<file path="src/rtl/sqrt_issue_ctrl.sv">
// sqrt_issue_ctrl: upstream sequencer for the 8-bit iterative square-root core.
//
// It accepts one operand at a time on a valid/ready input stream and holds it
// stable on core_dt_o. It enables the core for exactly r = floor(sqrt(x))
// cycles, which leaves the core back in its initial state. It then captures
// core_res_i and presents it on a valid/ready output stream.
//
// Parameters
//   MAX_ITER     guard limit on enable cycles per operand (>=16 for full range)
//
// Ports
//   clk_i        rising-edge clock
//   rstn_i       asynchronous active-low reset (shared with the core)
//   in_valid_i   operand valid
//   in_ready_o   operand accepted when in_valid_i && in_ready_o at posedge
//   in_data_i    operand x, unsigned 8-bit
//   core_enb_o   enable to the sqrt core
//   core_dt_o    registered operand to the core, changes only on accept
//   core_res_i   result from the core
//   out_valid_o  result valid, held under backpressure
//   out_ready_i  result consumed when out_valid_o && out_ready_i at posedge
//   out_data_o   result, stable while out_valid_o is high
//   busy_o       high in every state except IDLE
//   err_o        sticky error flag (only with SQRT_ISSUE_CHECK_EN)
//
// Build option
//   SQRT_ISSUE_CHECK_EN  when defined, adds err_o: set on a guard trip or when
//                        the core result disagrees with the shadow count.
module sqrt_issue_ctrl #(
  parameter int MAX_ITER = 16
) (
  input  logic       clk_i,
  input  logic       rstn_i,
  input  logic       in_valid_i,
  output logic       in_ready_o,
  input  logic [7:0] in_data_i,
  output logic       core_enb_o,
  output logic [7:0] core_dt_o,
  input  logic [7:0] core_res_i,
  output logic       out_valid_o,
  input  logic       out_ready_i,
`ifdef SQRT_ISSUE_CHECK_EN
  output logic       err_o,
`endif
  output logic [7:0] out_data_o,
  output logic       busy_o
);
  typedef enum logic [1:0] {IDLE, RUN, CAPT, HOLD} state_t;
  state_t      state_q, state_d;
  logic [4:0]  c_q, c_d;
  logic [9:0]  q_q, q_d;
  logic [7:0]  dt_q, dt_d;
  logic [7:0]  res_q, res_d;
  logic        accept, guard, step;
  // Shadow tracker: c counts enable cycles, q = (c+1)^2. While q <= x the
  // core still needs another cycle, so the enable count ends at floor(sqrt(x)).
  assign accept = (state_q == IDLE) && in_valid_i;
  assign guard  = (state_q == RUN) && (int'(c_q) >= MAX_ITER);
  assign step   = (state_q == RUN) && !guard && (q_q <= {2'b00, dt_q});
  always_ff @(posedge clk_i or negedge rstn_i) begin
    if (!rstn_i) state_q <= IDLE;
    else         state_q <= state_d;
  end
  always_comb begin
    state_d = state_q;
    case (state_q)
      IDLE:    state_d = !in_valid_i ? IDLE : (in_data_i == 8'd0) ? HOLD : RUN;
      RUN:     state_d = step ? RUN : CAPT;
      CAPT:    state_d = HOLD;
      HOLD:    state_d = out_ready_i ? IDLE : HOLD;
      default: state_d = IDLE;
    endcase
  end
  always_comb begin
    in_ready_o  = (state_q == IDLE);
    core_enb_o  = (state_q == RUN);
    out_valid_o = (state_q == HOLD);
    busy_o      = (state_q != IDLE);
    core_dt_o   = dt_q;
    out_data_o  = res_q;
  end
  always_ff @(posedge clk_i or negedge rstn_i) begin
    if (!rstn_i) begin
      c_q   <= '0;
      q_q   <= '0;
      dt_q  <= '0;
      res_q <= '0;
    end else begin
      c_q   <= c_d;
      q_q   <= q_d;
      dt_q  <= dt_d;
      res_q <= res_d;
    end
  end
  always_comb begin
    dt_d  = accept ? in_data_i : dt_q;
    c_d   = accept ? 5'd1 : step ? c_q + 5'd1 : c_q;
    q_d   = accept ? 10'd4 : step ? q_q + {4'b0000, c_q, 1'b0} + 10'd3 : q_q;
    res_d = (accept && in_data_i == 8'd0) ? 8'd0 : (state_q == CAPT) ? core_res_i : res_q;
  end
`ifdef SQRT_ISSUE_CHECK_EN
  logic err_q, err_d;
  always_ff @(posedge clk_i or negedge rstn_i) begin
    if (!rstn_i) err_q <= 1'b0;
    else         err_q <= err_d;
  end
  // At CAPT the shadow count c equals floor(sqrt(x)), so it checks the core.
  always_comb begin
    err_d = err_q | guard | ((state_q == CAPT) && (core_res_i != {3'b000, c_q}));
  end
  assign err_o = err_q;
`endif
endmodule

</file>
<file path="config.mk">
export PLATFORM = sky130hd
export DESIGN_NAME = sqrt_issue_ctrl
export DESIGN_NICKNAME = d
export VERILOG_FILES = /design/src/rtl/sqrt_issue_ctrl.sv
export SDC_FILE = /design/constraint.sdc
export NUM_CORES = 1
export LEC_CHECK = 0
export ABC_AREA = 1
export CELL_PAD_IN_SITES_DETAIL_PLACEMENT = 0
export CELL_PAD_IN_SITES_GLOBAL_PLACEMENT = 1
export CORE_MARGIN = 2
export CORE_UTILIZATION = 40
export CTS_BUF_LIST = sky130_fd_sc_hd__clkbuf_8
export DETAILED_ROUTE_END_ITERATION = 12
export GPL_ROUTABILITY_DRIVEN = 1
export PLACE_DENSITY = 0.85
export SYNTH_ARGS = -nofsm -noshare
export SYNTH_HDL_FRONTEND = slang
export SYNTH_SLANG_ARGS = --single-unit
</file>
<file path="constraint.sdc">
create_clock -name clk_i -period 2.7 [get_ports clk_i]
set_input_delay 0.27 -clock clk_i [delete_from_list [all_inputs] [get_ports clk_i]]
set_output_delay 0.27 -clock clk_i [all_outputs]
set_load 0.005 [all_outputs]
</file>
==> flow_metrics.tcl, run 1 <==
set metrics [dict create \
    grt_usage_pct 16.8 \
    drt_pass1_iterations 4 \
    grt_max_degree 34 \
    dp_hpwl_mm 3.56 \
    cts_setup_buffers 0 \
    final_cells 372 \
    fin_nets 342 \
    cap_violations 0 \
    final-hold-violation-count 0 \
    p_per_area_nw_per_um2 1180 \
    synth_common_cells "74 x nand2_1, 33 x dfrtp_1, 30 x inv_1, 30 x nand3_1, 20 x ha_1" \
    cp_max_fo 4 \
    synth_compound_area_share_pct 3.50 \
    dieHeight_um 77.2 \
    worstPathArrival_ns 2.18 \
    synth.area.mux_share_pct 0 \
    fin_worst_skew_ns 0.00570 \
    clkSlewWorstSetupHoldPaths_ns 0.07 \
    p_total_mw 3.20 \
    antenna_found_initial 0 \
    htreeDepth 2 \
    post_drt_wl_per_cell_um 12.4 \
    rsz0062_at_grt "no" \
    synth_top_area_cell "dfrtp_1" \
    placed_cell_area_um2 2590 \
    drive_above_1_share_pct 11.9 \
    relSlewSlack_pct 66.7 \
    start_util_pct 41.7 \
    ant_nets 0 \
    gp_congestion 0.831 \
    cts_resized 0 \
    synth_cell_types 30 \
    synth_most_common_cell "nand2_1" \
    ys_seq_area_share_pct 38.5 \
    cts_buffer_depth 2 \
    critPathRequiredTime_ns 2.87 \
    startpoint_type "flip-flop" \
    synth-edff-count 0 \
    wirelength_mm 4.60 \
    synth-simple-area-share_pct 34.3 \
    numCtsBuffers 5 \
    yosysWarnings 0 \
    clk_latency_ns 0.28 \
    endpoint_kind "flip-flop" \
    ir_worst_vdd_v 0.000480 \
    routed_via_density 4.74 \
    status "completed" \
    final_max_slew_viol_count 0 \
    grt_overflow 0 \
    finalSetupViolCount 0 \
    final.min_clock_period_ns 2.01 \
    fmax_ghz 0.497 \
    syn_inst 259 \
    syn_area_um2 2140 \
    synthArstFlopShare_pct 100 \
    final_area_um2 2710 \
    ys_ff_latch 33 \
    synth_top_area_share_pct 38.5 \
    yosys-top-cells-area "dfrtp_1 39%, nand2_1 13%, ha_1 12%" \
    min-delay-path-class "in2async" \
    crit_type "reg2reg" \
    synthAdderAreaFrac_pct 12.6 \
    fin_tns_setup_ns 0 \
    syn_nets 300 \
    synth_flop_cell "dfrtp_1" \
    cts_tree "yes" \
    io_pins 40 \
    cts_hold_buf 0 \
    post-route-drc-count 0 \
    placementRows 26 \
    drt_iter0_drc 62 \
    grt_pass1_wl_mm 8.02 \
    fp.dieArea_um2 5960 \
    leakage_nw 1.44 \
    cts_root_buf "clkbuf_8" \
    synth_xor_area_share_pct 2.86 \
    dieWidth_um 77.2 \
    n_antenna_cell 0 \
    num_vias 1764 \
    grt_pass1_vias 1665 \
    postLayoutCoreUtil_pct 52.7 \
    portBuffers 39 \
    r2r_cells 10 \
    coreArea_um2 5140 \
    synth_top_family_by_area "simple AND/OR/NAND/NOR gates" \
    cts_num_sinks 33 \
    dpl.cell_count 364 \
    syn_to_final_growth_pct 26.3 \
    post-route-period-util_pct 74.5 \
    syn_avg_cell_area_um2 8.28 \
    worstMarginPinSlew_ns 0.499 \
]
==> worst max-delay path, cell delays in order (launching register included) <==
cell and delay (ns):
dfrtp_1 0.40, inv_1 0.08, ha_1 0.27, inv_1 0.04, ha_1 0.21, fa_1 0.42
a21oi_1 0.19, xor2_1 0.15, inv_1 0.05, nand2_1 0.05, nand2_1 0.05
==> cell usage in the layout (no fill, tap or decap), drive strengths merged <==
master / count
a21o: 1
nand3b: 1
nor2: 10
bufinv: 1
nor3b: 1
nand4: 6
buf: 2
or2: 1
xnor2: 2
xor2: 5
a21oi: 4
clkdlybuf4s50: 39
dfrtp: 33
nor4: 2
fa: 1
clkbuf: 6
nand2: 80
nor3: 1
a21boi: 1
ha: 20
and2: 1
o21ai: 8
nand3: 40
inv: 36
==> flip-flops by register name, summed over array words and instances, names as in the netlist <==
name	flops
c_q	5
q_q	10
state_q	2
core_dt_o	8
out_data_o	8
==> report_power, final <==
| part | total, mW | internal, mW | leakage [nW] | switching, mW |
|---|---|---|---|---|
| clock network | 0.478 | 0.297 | 0.0626 | 0.181 |
| registers | 0.931 | 0.717 | 0.420 | 0.214 |
| logic | 1.79 | 0.812 | 0.959 | 0.976 |
| total | 3.20 | 1.83 | 1.44 | 1.37 |
==> area by class of cell <==
type                            instances  area [um^2]
Fill cell                             530         2430
Multi-Input combinational cell        185         1140
Sequential cell                        33          826
Timing Repair Buffer                   41          405
Inverter                               35          131
Tap cell                               70         87.6
Clock buffer                            6         82.6
Clock inverter                          2         33.8
==> final timing paths <==
path | start | endpoint | slack, ns
max in group asynchronous | rstn_i | core_dt_o[2]$_DFFE_PN0P_ | 1.99
min in group clk_i | out_data_o[6]$_DFFE_PN0P_ | out_data_o[6]$_DFFE_PN0P_ | 0.50
setup reg to reg | c_q[0]$_DFFE_PN0P_ | q_q[5]$_DFFE_PN0P_ | 0.69
setup / recovery | c_q[0]$_DFFE_PN0P_ | q_q[5]$_DFFE_PN0P_ | 0.69
hold reg to reg | out_data_o[6]$_DFFE_PN0P_ | out_data_o[6]$_DFFE_PN0P_ | 0.50
hold / removal | rstn_i | q_q[8]$_DFFE_PN0P_ | 0.40
==> per-layer routing <==
| metal | part of all wire (%) | global-route usage [%] |
|---|---|---|
| met1 | 47 | 23.4 |
| met2 | 47 | 26.4 |
| met3 | 4.7 | 3.29 |
| met4 | 1.1 | 5.36 |
| met5 | 0 | 0 |
==> cells by family after synthesis <==
logic type / after synthesis
compound gates: 14
xor+xnor: 7
fa+ha+maj: 21
buf+inv: 41
flops: 33
simple gates: 143
==> per-stage QoR <==
| step | hold WS (ns) | setup slack [ns] |
|---|---|---|
| floorplan | -0.0256 | 0.776 |
| global placement | 0.482 | 0.722 |
| detailed placement | 0.490 | 0.696 |
| CTS | 0.414 | 0.674 |
| global route | 0.450 | 0.440 |
| finish | 0.397 | 0.689 |
(Power assumes the default switching activity.)
==> run 2: changes to the inputs <==
Clock period 2.7 ns to 2 ns, I/O delays scaled along.
==> run 2 against run 1 <==
Sequential cell count is the same; worst hold slack got worse by 0.081 ns; die area unchanged; highest routed layer unchanged; sequential power up 32%; clock power fell by 3%; worst setup slack got worse by 0.61 ns; global-route usage grew 0.55 points; critical endpoint unchanged; cell count is 1.3% higher; wire length rose by 5.0%.
==> flow_metrics.tcl, run 2 (synthesized netlist as in run 1, its figures left out) <==
set metrics [dict create \
    status "completed" \
    relSlewSlack_pct 70.4 \
    dp_hpwl_mm 3.62 \
    cts_setup_buffers 0 \
    grt_usage_pct 17.4 \
    fmax_ghz 0.520 \
    cts_hold_buf 0 \
    n_antenna_cell 0 \
    ir_worst_vdd_v 0.000553 \
    grt_pass1_wl_mm 8.29 \
    routed_via_density 4.77 \
    final_cells 377 \
    dieHeight_um 77.2 \
    start_util_pct 41.7 \
    critPathRequiredTime_ns 2.17 \
    io_pins 40 \
    hold_ws_ns 0.316 \
    dieWidth_um 77.2 \
    cap_violations 0 \
    timing.rr.end "q_q[5]$_DFFE_PN0P_" \
    final.min_clock_period_ns 1.92 \
    htreeDepth 2 \
    cts_buffer_depth 2 \
    layout_commonest_cell "nand2_1" \
    coreArea_um2 5140 \
    dpl.cell_count 371 \
    fin_nets 349 \
    final_cell_mix "74 x nand2_1, 39 x clkdlybuf4s50_1, 32 x dfrtp_1" \
    min-delay-path-class "in2async" \
    reg2reg_slack_ns 0.08 \
    numCtsBuffers 5 \
    grt_max_degree 34 \
    placed_cell_area_um2 2640 \
    final_area_um2 2770 \
    r2r_cells 10 \
    fin_worst_skew_ns 0.00848 \
    critPathCapture "q_q[5]$_DFFE_PN0P_" \
    clkSlewWorstSetupHoldPaths_ns 0.06 \
    post-route-drc-count 0 \
    top_register "q_q" \
    clk_latency_ns 0.28 \
    crit_path_start "c_q[0]$_DFFE_PN0P_" \
    endpoint_kind "flip-flop" \
    p_per_area_nw_per_um2 1590 \
    syn_to_final_growth_pct 29.1 \
    largest_reg_flops 10 \
    final_max_slew_viol_count 0 \
    post-route-period-util_pct 96.2 \
    grt_pass1_vias 1776 \
    wirelength_mm 4.82 \
    drt_pass1_iterations 4 \
    cts_root_buf "clkbuf_8" \
    leakage_nw 1.45 \
    drive_above_1_share_pct 16.0 \
    crit_type "reg2reg" \
    portBuffers 39 \
    final-hold-violation-count 0 \
    fin_tns_setup_ns 0 \
    cts_num_sinks 33 \
    cts_tree "yes" \
    worstMarginPinSlew_ns 0.445 \
    drt_iter0_drc 112 \
    placementRows 26 \
    num_vias 1798 \
    grt_overflow 0 \
    reg2reg_from "c_q[0]$_DFFE_PN0P_" \
    finalSetupViolCount 0 \
    startpoint_type "flip-flop" \
    antenna_found_initial 0 \
    cp_max_fo 3 \
    gp_congestion 0.778 \
    ant_nets 0 \
    fp.dieArea_um2 5960 \
    worstPathArrival_ns 2.10 \
    post_drt_wl_per_cell_um 12.8 \
]
[run 2: changes by cell type in the layout (fill, tap and decap cells not counted), sizes merged]
| cell | previous run | this run |
|---|---|---|
| buf | 2 | 9 |
| bufinv | 1 | 0 |
| clkbuf | 6 | 5 |
| clkinv | 0 | 1 |
| inv | 36 | 35 |
[run 2: final cells by class]
class                   count  area [um^2]
inverters                  35          131
flip-flops and latches     33          827
well taps                  70         87.6
clock buffers               5         68.8
multi-input cells         185         1190
repair buffers             48          458
fillers                   500         2370
clock inverters             1         5.00
[run 2: how the worst min path moves through the flow]
stage	endpoint	startpoint	depth (start not counted)
6_report	q_q[8]$_DFFE_PN0P_	rstn_i	2
5_1_grt	core_dt_o[6]$_DFFE_PN0P_	rstn_i	2
4_1_cts	core_dt_o[6]$_DFFE_PN0P_	rstn_i	2
3_5_place_dp	out_data_o[5]$_DFFE_PN0P_	out_data_o[5]$_DFFE_PN0P_	2
3_3_place_gp	out_data_o[0]$_DFFE_PN0P_	out_data_o[0]$_DFFE_PN0P_	2
2_1_floorplan	c_q[0]$_DFFE_PN0P_	rstn_i	0
[run 2: routing by layer]
metal | up-vias | routed length (um) | part of all wire, % | global-route usage (%)
li1 | 933 | - | - | -
met1 | 827 | 2300 | 48 | 22.5
met2 | 32 | 2260 | 47 | 28.6
met3 | 6 | 184 | 3.8 | 4.00
met4 | 0 | 81 | 1.7 | 5.89
met5 | - | 0 | 0 | 0
[run 2: timing repair]
item                                   in CTS  in global routing
endpoints found under the hold margin       0                  0
setup endpoints to repair                   0                  4
resized for setup                           0                  9
[run 2: worst max-delay path, stage by stage, from the launching register on]
cell     delay (ns)
dfrtp_1        0.34
inv_1          0.06
ha_1           0.27
inv_1          0.04
ha_1           0.21
fa_2           0.39
a21oi_1        0.21
xor2_1         0.16
inv_1          0.05
nand2_1        0.05
nand2_1        0.05
[run 2: power by group]
| group | switching [mW] | total (mW) | internal, mW |
|---|---|---|---|
| combinational | 1.44 | 2.72 | 1.28 |
| sequential | 0.256 | 1.23 | 0.971 |
| clock | 0.234 | 0.463 | 0.229 |
| total | 1.93 | 4.41 | 2.48 |
[run 2: per-stage QoR]
stage / util (%) / setup slack [ns] / power (mW)
global route: 53.8 / -0.0171 / 4.86
CTS: 52.9 / 0.0495 / 4.33
global placement: 51.4 / 0.0901 / 3.79
floorplan: - / 0.0760 / 2.94
detailed placement: 51.4 / 0.0641 / 3.85
finish: 53.8 / 0.0759 / 4.41
==> run 3: changes to the inputs <==
Settings changed: ABC_AREA 1 to unset, PLACE_DENSITY 0.85 to 0.84, SLEW_MARGIN set to 20.
==> run 3 against run 2 <==
The run now ends with setup timing left; cell area up 2.8%; critical endpoint is now q_q[8]$_DFFE_PN0P_; clock power up 4.3%; largest power group unchanged; combinational power up 44%.
==> flow_metrics.tcl, run 3 <==
set metrics [dict create \
    cts_root_buf "clkbuf_8" \
    cts_num_sinks 33 \
    fin_nets 305 \
    routed_via_density 5.18 \
    fmax_ghz 0.458 \
    finalSetupViolCount 16 \
    grt_pass1_wl_mm 7.42 \
    p_per_area_nw_per_um2 1980 \
    final-hold-violation-count 0 \
    ys_seq_area_share_pct 43.0 \
    cp_max_fo 2 \
    post_drt_wl_per_cell_um 14.9 \
    critPathTopFamily "compound AO/OA/AOI/OAI gates" \
    top_register "q_q" \
    leakage_nw 1.35 \
    fin_tns_setup_ns -1.74 \
    final.min_clock_period_ns 2.18 \
    syn_to_final_growth_pct 48.2 \
    worstMarginPinSlew_ns 0.504 \
    grt_overflow 0 \
    critPathCapture "q_q[8]$_DFFE_PN0P_" \
    slowest_delay_ns 0.37 \
    worstPathArrival_ns 2.36 \
    synth-edff-count 0 \
    largest_reg_flops 10 \
    relSlewSlack_pct 66.3 \
    syn_nets 236 \
    portBuffers 39 \
    fp.dieArea_um2 5370 \
    syn_avg_cell_area_um2 9.85 \
    dieHeight_um 73.3 \
    dp_hpwl_mm 3.17 \
    rsz0062_at_grt "yes" \
    reg2reg_from "c_q[0]$_DFFE_PN0P_" \
    yosysWarnings 0 \
    fin_ws_ns -0.183 \
    final_max_slew_viol_count 0 \
    timing.rr.end "q_q[8]$_DFFE_PN0P_" \
    synth_common_cells "33 x dfrtp_1, 30 x nand2_1, 20 x ha_1" \
    place_ws_ns -0.238 \
    final_cell_mix "39 x clkdlybuf4s50_1, 33 x dfrtp_1, 27 x nand2_1" \
    cp_slowest_cell "dfrtp_1" \
    cp.depth 12 \
    htreeDepth 2 \
    hold_ws_ns 0.325 \
    numCtsBuffers 5 \
    reg2reg_slack_ns -0.18 \
    crit_path_start "c_q[0]$_DFFE_PN0P_" \
    min-delay-path-class "in2async" \
    clk_latency_ns 0.28 \
    cap_violations 0 \
    coreArea_um2 4660 \
    drt_iter0_drc 51 \
    ant_nets 0 \
    syn_inst 195 \
    grt_pass1_vias 1545 \
    post-route-period-util_pct 109 \
    antenna_found_initial 0 \
    startpoint_type "flip-flop" \
    yosys-top-cells-area "dfrtp_1 43%, ha_1 13%, mux2i_1 6.3%" \
    synthArstFlopShare_pct 100 \
    grt_usage_pct 18.3 \
    n_antenna_cell 0 \
    synth_cell_types 37 \
    crit_chain "inv_1 -> ha_4 -> inv_2 -> ha_4 -> buf_6 -> a211oi_4 -> nor2_2 -> o21a_1 -> o21a_1 -> buf_4 -> o2111ai_2 -> nand2_1" \
    dieWidth_um 73.3 \
    drt_pass1_iterations 4 \
    nFillCells 414 \
    clkSlewWorstSetupHoldPaths_ns 0.07 \
    endpoint_kind "flip-flop" \
    gp_congestion 0.739 \
    r2r_cells 12 \
    crit_type "reg2reg" \
    status "finished with violations" \
    failed_checks "setup timing" \
    cts_tree "yes" \
    synth_most_common_cell "dfrtp_1" \
    postLayoutCoreUtil_pct 61.1 \
    synth_top_area_cell "dfrtp_1" \
    ys_ff_latch 33 \
    start_util_pct 41.2 \
    critPathRequiredTime_ns 2.17 \
    num_vias 1654 \
    synth_flop_cell "dfrtp_1" \
    synth_top_area_share_pct 43.0 \
    io_pins 40 \
    placementRows 25 \
    fin_worst_skew_ns 0.00592 \
    post-route-drc-count 0 \
    cts_buffer_depth 2 \
    p_total_mw 5.64 \
    critPathBufInv 4 \
    drive_above_1_share_pct 27.2 \
    layout_commonest_cell "clkdlybuf4s50_1" \
    wirelength_mm 4.74 \
    syn_area_um2 1920 \
    grt_max_degree 34 \
    ir_worst_vdd_v 0.00148 \
]
## run 3: cell types whose count changed in the layout (fill, tap and decap cells not counted), sizes merged, moves of 3 or more
cell	change
nand2	-49
nand3	-37
buf	+17
inv	-17
mux2i	+12
o21ai	+8
a21oi	+5
nand4	-5
and3	+4
o211a	+4
xor2	-4
o21a	+3
## run 3: routing by layer
metal | vias up | part of all wire (%) | GRT usage (%)
met3 | 6 | 5.5 | 5.08
met2 | 45 | 47 | 28.3
met5 | - | 0 | 0
li1 | 820 | - | -
met1 | 783 | 46 | 24.9
met4 | 0 | 1.3 | 6.06
## run 3: area by class of cell
| class | count | area, um^2 | share of cell area [%] |
|---|---|---|---|
| multi-input combinational | 142 | 1200 | 42.2 |
| sequential | 33 | 826 | 29.0 |
| timing repair buffer | 65 | 604 | 21.2 |
| clock buffer | 5 | 68.8 | 2.42 |
| tap | 54 | 67.6 | 2.37 |
| inverter | 17 | 63.8 | 2.24 |
| clock inverter | 3 | 13.8 | 0.484 |
## run 3: repair_timing
item | CTS | global route
hold endpoints to repair | 0 | 0
endpoints found under the setup margin | 13 | 16
hold buffers | 0 | 0
cloned | 3 | 0
pin swaps | 13 | 16
buffers inserted | 2 | 4
resized for setup | 14 | 23
## run 3: cell families after synthesis
kind of cell / after synthesis / synth area share, %
muxes: 12 / 6.25
DFF: 33 / 43.0
AOI/OAI and AO/OA: 40 / 15.3
buffers and inverters: 23 / 5.08
and+or+nand+nor: 64 / 15.4
xor gates and xnor gates: 2 / 0.912
adders and majority gates: 21 / 14.1
## run 3: stage by stage
stage	instances	area, um^2
final	319	2850
after global routing	319	2850
after CTS	315	2730
after detailed placement	302	2530
after global placement	302	2530
after floorplan	195	1960
## run 3: report_power, final
group / leakage, nW / internal, mW / switching (mW)
clock network: 0.0491 / 0.236 / 0.247
logic: 0.895 / 2.13 / 1.80
registers: 0.408 / 0.986 / 0.248
## run 3: worst min-delay path by stage
| stage | start | endpoint | slack (ns) | cells after the start |
|---|---|---|---|---|
| 3_3_place_gp | out_data_o[5]$_DFFE_PN0P_ | out_data_o[5]$_DFFE_PN0P_ | 0.50 | 2 |
| 6_report | rstn_i | core_dt_o[6]$_DFFE_PN0P_ | 0.32 | 2 |
| 5_1_grt | rstn_i | core_dt_o[6]$_DFFE_PN0P_ | 0.36 | 2 |
| 2_1_floorplan | rstn_i | c_q[0]$_DFFE_PN0P_ | -0.1 | 0 |
| 4_1_cts | rstn_i | core_dt_o[6]$_DFFE_PN0P_ | 0.34 | 2 |
| 3_5_place_dp | out_data_o[5]$_DFFE_PN0P_ | out_data_o[5]$_DFFE_PN0P_ | 0.52 | 2 |
## run 3: worst register-to-register path, delay by kind of cell, from the launching register on
kind,cells,cell delay [ns]
buffers and inverters,4,0.38
adder cells (fa/ha/maj),2,0.43
flip-flops,1,0.37
AND/OR/NAND/NOR,2,0.14
AO/OA/AOI/OAI,4,0.78
